**config.mk**
```make
export PLATFORM = sky130hd
export DESIGN_NAME = seg_scan_ctrl_flat
export DESIGN_NICKNAME = d
export VERILOG_FILES = /design/src/rtl/seg_scan_if.sv /design/src/rtl/seg_scan_ctrl.sv /design/src/flat_wrapper.sv
export SDC_FILE = /design/constraint.sdc
export NUM_CORES = 1
export LEC_CHECK = 0
export ABC_AREA = 1
export CORE_MARGIN = 3
export CORE_UTILIZATION = 45
export CTS_BUF_LIST = sky130_fd_sc_hd__clkbuf_8
export DETAILED_ROUTE_END_ITERATION = 10
export GPL_TIMING_DRIVEN = 0
export PLACE_DENSITY = 0.66
export SLEW_MARGIN = 30
export SYNTH_ARGS = -nofsm -noshare
export SYNTH_HDL_FRONTEND = slang
export SYNTH_SLANG_ARGS = --single-unit
```
**constraint.sdc**
```tcl
create_clock -name clk -period 4.4 [get_ports clk]
set_input_delay 1.32 -clock clk [delete_from_list [all_inputs] [get_ports clk]]
set_output_delay 1.32 -clock clk [all_outputs]
set_load 0.005 [all_outputs]
```
**src/rtl/seg_scan_if.sv**
```systemverilog
// Bundle between the display scan controller and whoever supplies digit content.
// The master loads patterns; the slave drives the shared segment bus and anodes.
interface seg_scan_if #(
    parameter int NUM_DIGITS = 4
);
    logic [7*NUM_DIGITS-1:0] digit_codes;
    logic [NUM_DIGITS-1:0]   digit_en;
    logic                    load;
    logic [6:0]              seg_raw;
    logic [NUM_DIGITS-1:0]   an_n;
    logic                    frame_done;
    logic                    update_pending;

    modport master (
        output digit_codes,
        output digit_en,
        output load,
        input  seg_raw,
        input  an_n,
        input  frame_done,
        input  update_pending
    );

    modport slave (
        input  digit_codes,
        input  digit_en,
        input  load,
        output seg_raw,
        output an_n,
        output frame_done,
        output update_pending
    );
endinterface

```
**src/rtl/seg_scan_ctrl.sv**
```systemverilog
// Multiplexed seven-segment scan controller with per-digit blanking and a
// double-buffered content register that only swaps on frame boundaries.
module seg_scan_ctrl #(
    parameter int NUM_DIGITS   = 4,
    parameter int REFRESH_DIV  = 100000,
    parameter int BLANK_CYCLES = 16
) (
    input  logic       clk,
    input  logic       rst_n,
    seg_scan_if.slave  bus
);
    localparam int MAX_PHASE = (REFRESH_DIV > BLANK_CYCLES) ? REFRESH_DIV : BLANK_CYCLES;
    localparam int CW        = (MAX_PHASE > 1) ? $clog2(MAX_PHASE) : 1;
    localparam int IW        = (NUM_DIGITS > 1) ? $clog2(NUM_DIGITS) : 1;

    localparam logic [CW-1:0] SHOW_LAST  = CW'(REFRESH_DIV - 1);
    localparam logic [CW-1:0] BLANK_LAST = CW'(BLANK_CYCLES - 1);
    localparam logic [IW-1:0] IDX_LAST   = IW'(NUM_DIGITS - 1);

    typedef enum logic {
        ST_BLANK = 1'b0,
        ST_SHOW  = 1'b1
    } state_t;

    state_t                  state_reg, state_next;
    logic [CW-1:0]           cnt_reg, cnt_next;
    logic [IW-1:0]           idx_reg, idx_next;

    logic [7*NUM_DIGITS-1:0] active_codes_reg, shadow_codes_reg;
    logic [NUM_DIGITS-1:0]   active_en_reg, shadow_en_reg;
    logic                    pending_reg;

    logic [6:0]              seg_raw_reg, seg_next;
    logic [NUM_DIGITS-1:0]   an_n_reg, an_next;
    logic                    frame_done_reg, frame_done_next;
    logic                    frame_end;

    logic [6:0]              code_arr [NUM_DIGITS];
    logic [NUM_DIGITS-1:0]   digit_on;

    // Sequencer: BLANK then SHOW per digit, counter restarts on every phase change.
    always_comb begin
        state_next = state_reg;
        cnt_next   = cnt_reg + 1'b1;
        idx_next   = idx_reg;
        if (state_reg == ST_BLANK) begin
            if (cnt_reg == BLANK_LAST) begin
                state_next = ST_SHOW;
                cnt_next   = '0;
            end
        end else if (cnt_reg == SHOW_LAST) begin
            state_next = ST_BLANK;
            cnt_next   = '0;
            idx_next   = (idx_reg == IDX_LAST) ? '0 : idx_reg + 1'b1;
        end
    end

    // frame_end marks the cycle currently being shown as the last of the frame;
    // the registered pulse is derived from the position we are about to enter.
    assign frame_end       = (state_reg == ST_SHOW) && (cnt_reg == SHOW_LAST) && (idx_reg == IDX_LAST);
    assign frame_done_next = (state_next == ST_SHOW) && (cnt_next == SHOW_LAST) && (idx_next == IDX_LAST);

    generate
        for (genvar gi = 0; gi < NUM_DIGITS; gi++) begin : g_digit
            assign code_arr[gi] = active_codes_reg[7*gi +: 7];
            assign digit_on[gi] = (state_next == ST_SHOW) && (idx_next == IW'(gi)) && active_en_reg[gi];
            assign an_next[gi]  = ~digit_on[gi];
        end
    endgenerate

    // At most one digit_on bit is set, so an OR-merge acts as the segment mux.
    always_comb begin
        seg_next = '0;
        for (int i = 0; i < NUM_DIGITS; i++) begin
            if (digit_on[i]) begin
                seg_next = seg_next | code_arr[i];
            end
        end
    end

    always_ff @(posedge clk) begin
        if (!rst_n) begin
            state_reg        <= ST_BLANK;
            cnt_reg          <= '0;
            idx_reg          <= '0;
            active_codes_reg <= '0;
            shadow_codes_reg <= '0;
            active_en_reg    <= '0;
            shadow_en_reg    <= '0;
            pending_reg      <= 1'b0;
            seg_raw_reg      <= '0;
            an_n_reg         <= '1;
            frame_done_reg   <= 1'b0;
        end else begin
            state_reg      <= state_next;
            cnt_reg        <= cnt_next;
            idx_reg        <= idx_next;
            seg_raw_reg    <= seg_next;
            an_n_reg       <= an_next;
            frame_done_reg <= frame_done_next;

            // A load coinciding with the boundary bypasses the shadow so it is
            // never held back a whole frame.
            if (frame_end) begin
                if (bus.load) begin
                    active_codes_reg <= bus.digit_codes;
                    active_en_reg    <= bus.digit_en;
                    shadow_codes_reg <= bus.digit_codes;
                    shadow_en_reg    <= bus.digit_en;
                end else if (pending_reg) begin
                    active_codes_reg <= shadow_codes_reg;
                    active_en_reg    <= shadow_en_reg;
                end
                pending_reg <= 1'b0;
            end else if (bus.load) begin
                shadow_codes_reg <= bus.digit_codes;
                shadow_en_reg    <= bus.digit_en;
                pending_reg      <= 1'b1;
            end
        end
    end

    assign bus.seg_raw        = seg_raw_reg;
    assign bus.an_n           = an_n_reg;
    assign bus.frame_done     = frame_done_reg;
    assign bus.update_pending = pending_reg;

endmodule

```
**src/flat_wrapper.sv**
```systemverilog
// flat-port wrapper written by rule: the top's interface ports become plain ports
module seg_scan_ctrl_flat 
#(
    parameter int NUM_DIGITS   = 4,
    parameter int REFRESH_DIV  = 100000,
    parameter int BLANK_CYCLES = 16
)
  (clk, rst_n, bus_digit_codes, bus_digit_en, bus_load, bus_seg_raw, bus_an_n, bus_frame_done, bus_update_pending);
  seg_scan_if #(.NUM_DIGITS(NUM_DIGITS)) bus_i ();
  input  logic clk;
  input  logic rst_n;
  input wire logic [$bits(bus_i.digit_codes)-1:0] bus_digit_codes;
  input wire logic [$bits(bus_i.digit_en)-1:0] bus_digit_en;
  input wire logic [$bits(bus_i.load)-1:0] bus_load;
  output wire logic [$bits(bus_i.seg_raw)-1:0] bus_seg_raw;
  output wire logic [$bits(bus_i.an_n)-1:0] bus_an_n;
  output wire logic [$bits(bus_i.frame_done)-1:0] bus_frame_done;
  output wire logic [$bits(bus_i.update_pending)-1:0] bus_update_pending;
  assign bus_i.digit_codes = bus_digit_codes;
  assign bus_i.digit_en = bus_digit_en;
  assign bus_i.load = bus_load;
  assign bus_seg_raw = bus_i.seg_raw;
  assign bus_an_n = bus_i.an_n;
  assign bus_frame_done = bus_i.frame_done;
  assign bus_update_pending = bus_i.update_pending;
  seg_scan_ctrl #(.NUM_DIGITS(NUM_DIGITS), .REFRESH_DIV(REFRESH_DIV), .BLANK_CYCLES(BLANK_CYCLES)) u_core (.clk(clk), .rst_n(rst_n), .bus(bus_i));
endmodule
```
**Yosys cells after proc, flatten, opt, wreduce, memory -nomap -nowiden**

Index checks and enable logic that the tools add are counted.

- $add $sub $neg: 2
- Multipliers: 0
- Div/mod/pow operators: 0
- $lt $le $gt $ge: 0
- Equal/unequal tests: 7
- Shift-type cells: 0
- Multiplexer cells: 17
- Bitwise logic cells: 8
- Reductions and logical operators: 16

Operators by type and width:

| kind | count |
|---|---|
| $mux W28 | 2 |
| $mux W17 | 3 |
| $eq A17 B17 Y1 const B | 2 |
| $mux W7 | 4 |
| $or A7 B7 Y7 | 3 |
| $add A17 B1 Y17 const B | 1 |
| $eq A17 B4 Y1 const B | 1 |
| $logic_and A1 B1 Y1 | 12 |
| $mux W4 | 2 |
| $eq A2 B2 Y1 const B | 3 |
| $mux W2 | 3 |
| $not A1 Y1 | 5 |
| $mux W1 | 3 |
| $add A2 B1 Y2 const B | 1 |
| $eq A2 B1 Y1 const B | 1 |
| $logic_not A2 Y1 | 1 |
| $reduce_and A2 Y1 | 1 |
| $reduce_bool A2 Y1 | 1 |
| $reduce_or A2 Y1 | 1 |

- Bits in registers: 97
- Bits in latches: 0
- Memory bits (writable): 0
- ROM bits: 0
- Input port bits: 35
- Output and inout port bits: 13
- Logic and storage cells: 61
- Memories kept: 0

**Depth between registers and ports, before layout**

Gate-level depths: netlist of run 1.

- Depth in word-level cells: 14
- Gate-level depth with buffers: 15

**Worst setup path before layout of run 1**

No wires, ideal clock.

- Path type: input to register
- Start: input port bus_load
- End: register u_core.active_codes_reg[26]
- Arrival time: 2.252 ns
- Path slack: 2.020 ns
- Stages: 7
- Buffers on the path: 2
- Cell sequence: clkbuf_1 clkbuf_1 nand2_1 o21ai_0 inv_1 o21ai_0 a21oi_1

- Cells in the longest elaborated chain, start to end: 2
- Elaborated cells on any way between the ends: 3

Ends and longest elaborated chain:

| element | line | source |
|---|---|---|
| from (decl) | flat_wrapper.sv:14 | `input wire logic [$bits(bus_i.load)-1:0] bus_load;` |
| $reduce_bool A2 Y1 (no line) | - |  |
| $reduce_and A2 Y1 (no line) | - |  |
| to (signal assigned) | seg_scan_ctrl.sv:106 | `active_codes_reg <= bus.digit_codes;` |
| to (signal assigned) | seg_scan_ctrl.sv:111 | `active_codes_reg <= shadow_codes_reg;` |
| to (decl) | seg_scan_ctrl.sv:29 | `logic [7*NUM_DIGITS-1:0] active_codes_reg, shadow_codes_reg;` |

Several ways; a longest one is shown, not always the timed one.
A chain may end at the register's enable or synchronous reset.

**Worst setup path after layout of run 1**

- Start: register u_core.pending_reg, in the netlist u_core.bus.update_pending
- End: output port bus_update_pending

RTL lines:

| element | line | source |
|---|---|---|
| from (decl) | seg_scan_ctrl.sv:31 | `logic pending_reg;` |
| from (signal assigned) | seg_scan_ctrl.sv:90 | `pending_reg <= 1'b0;` |
| from (signal assigned) | seg_scan_ctrl.sv:114 | `pending_reg <= 1'b0;` |
| from (signal assigned) | seg_scan_ctrl.sv:118 | `pending_reg <= 1'b1;` |
| to (decl) | flat_wrapper.sv:18 | `output wire logic [$bits(bus_i.update_pending)-1:0] bus_update_pending;` |

No word-level cell between the ends.

==> results of run 1 <==
[stage by stage]
| stage | utilization [%] | instance area [sq um] |
|---|---|---|
| 2_1_floorplan | - | 4220 |
| 3_3_place_gp | 54.0 | 4800 |
| 3_5_place_dp | 54.0 | 4800 |
| 4_1_cts | 56.1 | 4990 |
| 5_1_grt | 56.1 | 4990 |
| 6_report | 56.1 | 4990 |
[layer usage]
metal / up-vias / global-route usage [%]
met4: 0 / 7.47
li1: 1964 / -
met2: 79 / 30.9
met3: 14 / 2.98
met1: 1689 / 24.4
met5: - / 0
[synth_stat cells (6+ instances only)]
master      n  share of area [%]
nor2_1     94                8.4
nor3_1      7               0.83
o21ai_1    21                2.5
a21oi_1    34                4.0
clkbuf_1   17                1.5
nand2_1    66                5.9
inv_2       7               0.62
xor2_1      6                1.2
nand3_1    44                5.2
o21ai_0    45                5.3
inv_1     120                 11
dfxtp_1    97                 46
[worst min path at each step]
stage          cells after the start                  to  slack, ns               startpoint
6_report                           1  u_core.bus.an_n[3]       0.45  u_core.active_en_reg[3]
4_1_cts                            1  u_core.bus.an_n[3]       0.46  u_core.active_en_reg[3]
5_1_grt                            1  u_core.bus.an_n[3]       0.47  u_core.active_en_reg[3]
3_5_place_dp                       1  u_core.bus.an_n[3]       0.42  u_core.active_en_reg[3]
2_1_floorplan                      1  u_core.bus.an_n[3]       0.40  u_core.active_en_reg[3]
3_3_place_gp                       1  u_core.bus.an_n[3]       0.42  u_core.active_en_reg[3]
[final cells by class]
| cell class | count | area share (%) |
|---|---|---|
| inverter | 128 | 9.63 |
| clock inverter | 7 | 1.23 |
| clock buffer | 9 | 2.48 |
| buffer | 25 | 2.23 |
| sequential | 97 | 38.9 |
| timing repair buffer | 45 | 9.03 |
| multi-input combinational | 351 | 33.8 |
| tap | 108 | 2.71 |
[power by group through the flow]
stage / Clock [mW] / Combinational, mW / Sequential [mW]
final: 0.554 / 0.117 / 0.907
after global routing: 0.600 / 0.138 / 0.910
after CTS: 0.569 / 0.119 / 0.907
after detailed placement: 0 / 0.119 / 0.928
after global placement: 0 / 0.117 / 0.926
after floorplan: 0 / 0.0684 / 0.925
[cell families (layout without fill, tap and decap cells)]
kind of cell             after synthesis  count (layout)  share of synthesized area (%)
AND/OR/NAND/NOR                      237             237                           25.1
adder cells (fa/ha/maj)                2               2                          0.593
XOR/XNOR                               7               7                           1.45
AO/OA/AOI/OAI                        105             105                           12.8
buffers and inverters                153             214                           14.0
flip-flops                            97              97                           46.0
==> reports/metrics.cfg, run 1 <==
[status]
status=complete, no violations

[yosys]
synthArstFlopShare_pct=0
seq_area_frac_synth_pct=46.0
synth_edf_count=0
synth_cell_type_count=31
syn-num-nets=638
avgSynthCellArea_sq_um=7.02
ys_seq_elements=97
synth-main-ff-cell=dfxtp_1
synthCells=601
ys_warn_count=0
synthesis.area_sq_um=4220

[global_routing]
grt_pass1_vias=3529
grt_max_degree=19
track_usage_pct=18.7
grt_pass1_wl_um=15700
grt-ovfl-total=0
antenna_found_initial=0

[final_layout]
layout.nets=694
layout-drive-gt1-share_pct=7.25
mostFrequentLayoutCells=inv_1 (120), dfxtp_1 (97), nor2_1 (94)
final_common_cell=inv_1
seq_area_sq_um=1940
instances_no_fill=770
multi_input_area_sq_um=1680
antenna-diode-count=0
nFillCells=893
area_delta_synth_final_pct=18.3

[critical_path]
startpoint=u_core.bus.update_pending
cp.depth=1
reg2regPathDepth=11
critPathLaunchType=register
endpoint_kind=output port
rr_endpoint=u_core.active_codes_reg[26]
required_ns=3.08
rrSetupSlack_ns=2.25
critPathMaxStageDelay_ns=0.53
worstSetupEndpoint=bus_update_pending
crit_path_cell_trace=clkdlybuf4s50_1
worst_ep_arrival_time_ns=1.28
crit_family=buffers and inverters
timing.rr.start=u_core.cnt_reg[0]
crit_fanout=3
timing.critical_path.buf_inv=1
slowest_stage=clkdlybuf4s50_1
path_class=register to output port

[sta]
fin_crit_ns=2.60
hold_viol=0
setup_viol=0
max_freq_mhz=385
relSlewSlack_pct=62.2
worst_clock_skew_ns=0.0169
final_max_slew_viol_count=0
max_slew.worst_pin.slew_ns=0.567
holdWs_ns=0.454
fin_crit_sh_pct=59.0
rsz0062_at_grt=false
tns_ns=0
setup_ws_ns=1.80

[route]
vias=3746
wl_met1_um=4260
drt_iter0_drc=144
met3_length_um=493
drt_pass1_iterations=5
wl_met2_um=4400
top_layer_used=met4
wire_per_inst_um=12.0
drcViolationCount=0
vias_per_cell=4.86
drtAntennaViolNets=0
wirelength_um=9280

[floorplanning]
die_area_sq_um=10600
core_sq_um=8890
initial_core_util_pct=47.4
die_y_um=103
pin_count=48
rows=34
die_w_um=103

[power_and_ir_drop]
pwr_density_cell_nw_per_um2=316
power.total_mw=1.58
ir_drop_mv=0.136
power_frac_clock_pct=35.1
power_leakage_nw=2.16
swShare_pct=25.9
p_int_mw=1.17
pwr-share-seq_pct=57.5
p_comb_share_pct=7.4
switching_power_uw=409

[clocking]
postCtsHoldBufs=0
cts_buffers=9
cts.repair.resized=0
clock_latency_ns=0.37
cts.path.max_buffers=2
cts-root-buf=clkbuf_8
cts_tree=done
htreeDepth=3
post-cts-setup-buffers=0
path_clk_slew_ns=0.11
cts_sinks=97

[placed_design]
place_congestion=0.923
dpl.hpwl_um=7110
post-place-cells=754
pre_cts_ws_ns=1.61
port-buffer-count=45

[hold_path]
hp-class=register to register

[run]
maxCapViolCount=0

(Power assumes the default switching activity.)
==> run 2: changes to the inputs <==
--- a/config.mk
+++ b/config.mk
@@ -11,7 +11,7 @@
 export CTS_BUF_LIST = sky130_fd_sc_hd__clkbuf_8
 export DETAILED_ROUTE_END_ITERATION = 10
 export GPL_TIMING_DRIVEN = 0
-export PLACE_DENSITY = 0.66
+export PLACE_DENSITY = 0.69
 export SLEW_MARGIN = 30
 export SYNTH_ARGS = -nofsm -noshare
 export SYNTH_HDL_FRONTEND = slang
==> constraint.sdc (replaced) <==
create_clock -name clk -period 2.15 [get_ports clk]
set_input_delay 0.645 -clock clk [delete_from_list [all_inputs] [get_ports clk]]
set_output_delay 0.645 -clock clk [all_outputs]
set_load 0.005 [all_outputs]
==> run 2 against run 1 <==
Against the previous run:
- power increased by 100%
- combinational power increased by 110%
- hold slack got worse by 0.019 ns
- design area increased by 0.75%
- sequential power increased by 110%
- first-iteration DRC count increased by 4.2%
- sequential share of layout area decreased by 0.27 points
- flip-flop and latch count unchanged
- critical path type unchanged
- largest power group unchanged
- highest routed layer unchanged
==> reports/metrics.cfg, run 2 (synthesis results as in run 1) <==
[route]
vias_per_cell=4.87  ; was 4.86
drt_pass1_iterations=4  ; was 5
drt_iter0_drc=150  ; was 144
drcViolationCount=0  ; unchanged
wire_per_inst_um=12.2  ; was 12.0 um
vias=3751  ; was 3746
drtAntennaViolNets=0  ; unchanged
wirelength_um=9370  ; was 9280 um

[critical_path]
crit_fanout=3  ; unchanged
crit_path_cell_trace=clkdlybuf4s50_1  ; unchanged
required_ns=1.50  ; was 3.08 ns
critPathMaxStageDelay_ns=0.53  ; about the same
slowest_stage=clkdlybuf4s50_1  ; unchanged
critPathLaunchType=register  ; unchanged
endpoint_kind=output port  ; unchanged
crit_family=buffers and inverters  ; unchanged
path_class=register to output port  ; unchanged
worst_ep_arrival_time_ns=1.32  ; was 1.28 ns
timing.critical_path.buf_inv=1  ; unchanged

[sta]
max_freq_mhz=510
fin_crit_ns=1.96
fin_crit_sh_pct=91.2
max_slew.worst_pin.slew_ns=0.554  ; was 0.567 ns
rsz0062_at_grt=false  ; unchanged
relSlewSlack_pct=63.1  ; was 62.2%
setup_viol=0  ; unchanged
final_max_slew_viol_count=0  ; unchanged
worst_clock_skew_ns=0.0112  ; was 0.0169 ns
setup_ws_ns=0.190  ; was 1.80 ns
tns_ns=0  ; unchanged
holdWs_ns=0.435  ; was 0.454 ns
hold_viol=0  ; unchanged

[placed_design]
port-buffer-count=45  ; unchanged
dpl.hpwl_um=7180  ; was 7110 um
pre_cts_ws_ns=-0.0289  ; was 1.61 ns
placed_cell_area_sq_um=4800  ; unchanged
place_congestion=0.933  ; was 0.923
post-place-cells=754  ; unchanged

[final_layout]
antenna-diode-count=0  ; unchanged
layout.nets=694  ; unchanged
mostFrequentLayoutCells=inv_1 (120), dfxtp_1 (96), nor2_1 (93)  ; was inv_1 (120), dfxtp_1 (97), nor2_1 (94)
nFillCells=837  ; was 893
multi_input_area_sq_um=1710  ; was 1680 sq um
seq_area_sq_um=1940  ; about the same
final_common_cell=inv_1  ; unchanged
layout-drive-gt1-share_pct=7.70  ; was 7.25%
fin_area_sq_um=5030  ; was 4990 sq um
instances_no_fill=770  ; unchanged
area_delta_synth_final_pct=19.2  ; was 18.3%

[power_and_ir_drop]
power_frac_clock_pct=34.8  ; was 35.1%
swShare_pct=25.7  ; was 25.9%
ir_drop_mv=0.355  ; was 0.136 mV
p_int_mw=2.39  ; was 1.17 mW
pwr-share-seq_pct=57.7  ; was 57.5%
p_comb_share_pct=7.5  ; was 7.4%
pwr_density_cell_nw_per_um2=641  ; was 316 nW/um^2
power_leakage_nw=2.16  ; about the same
switching_power_uw=827  ; was 409 uW

[global_routing]
grt-ovfl-total=0  ; unchanged
antenna_found_initial=0  ; unchanged
grt_max_degree=19  ; unchanged
track_usage_pct=18.7  ; about the same
grt_pass1_vias=3545  ; was 3529
grt_pass1_wl_um=15600  ; was 15700 um

[run]
maxCapViolCount=0  ; unchanged

[floorplanning]
core_sq_um=8890  ; unchanged
die_w_um=103  ; unchanged
pin_count=48  ; unchanged
rows=34  ; unchanged
die_area_sq_um=10600  ; unchanged
initial_core_util_pct=47.4  ; unchanged
die_y_um=103  ; unchanged

[clocking]
clock_latency_ns=0.36  ; was 0.37 ns
cts-root-buf=clkbuf_8  ; unchanged
cts.path.max_buffers=2  ; unchanged
cts_sinks=97  ; unchanged
postCtsHoldBufs=0  ; unchanged
path_clk_slew_ns=0.10  ; was 0.11 ns
htreeDepth=3  ; unchanged
cts_buffers=9  ; unchanged
cts_tree=done  ; unchanged

[hold_path]
hp-class=register to register  ; unchanged

[status]
status=complete, no violations  ; unchanged

run 2: worst paths after layout:
path	start	to	slack (ns)	cells past startpoint
hold / removal	u_core.cnt_reg[0]	u_core.cnt_reg[0]	0.44	1
setup / recovery	u_core.bus.update_pending	bus_update_pending	0.19	1
hold reg to reg	u_core.cnt_reg[0]	u_core.cnt_reg[0]	0.44	1
setup reg to reg	u_core.cnt_reg[0]	u_core.active_codes_reg[27]	0.21	11
run 2: final cells by class:
cell class | instances | share of cell area [%]
buffer | 25 | 2.34
inverter | 128 | 9.56
sequential | 97 | 38.7
clock inverter | 7 | 1.22
tap | 108 | 2.69
multi-input combinational | 351 | 34.1
timing repair buffer | 45 | 8.96
clock buffer | 9 | 2.46
run 2: worst reg2reg max path, cell delays in order (launching register included):
cell and delay [ns]:
dfxtp_2 0.36, ha_1 0.19, nand2_1 0.10, inv_2 0.09, nand2_4 0.08, nor2_4 0.15, nand3_2 0.12, nor2_4 0.18
o21ai_4 0.12, buf_4 0.21, o21ai_0 0.17, a21oi_1 0.06
run 2: power groups by stage:
stage / logic [mW] / clock network [mW] / registers (mW)
2_1_floorplan: 0.140 / 0 / 1.89
3_5_place_dp: 0.242 / 0 / 1.90
6_report: 0.241 / 1.12 / 1.86
5_1_grt: 0.280 / 1.24 / 1.86
3_3_place_gp: 0.237 / 0 / 1.90
4_1_cts: 0.244 / 1.15 / 1.86
run 2: through the flow:
step	utilization (%)	total power, mW
2_1_floorplan	-	2.03
3_3_place_gp	54.0	2.13
3_5_place_dp	54.0	2.14
4_1_cts	56.1	3.25
5_1_grt	56.5	3.38
6_report	56.5	3.22
run 2: repair_timing:
| item | CTS | global route |
|---|---|---|
| buffers inserted | 0 | 0 |
| hold endpoints to repair | 0 | 0 |
| gates cloned | 0 | 0 |
| pin swaps | 0 | 0 |
| gates resized for setup | 1 | 10 |
| setup endpoints to repair | 15 | 38 |
run 2: routing by layer:
metal / wire, um / part of all wire (%) / vias up / track usage (%)
met5: 0 / 0 / - / 0
met4: 186 / 2.0 / 0 / 6.37
met3: 546 / 5.8 / 17 / 4.80
met2: 4440 / 47 / 83 / 31.1
met1: 4190 / 45 / 1685 / 23.8
li1: - / - / 1966 / -
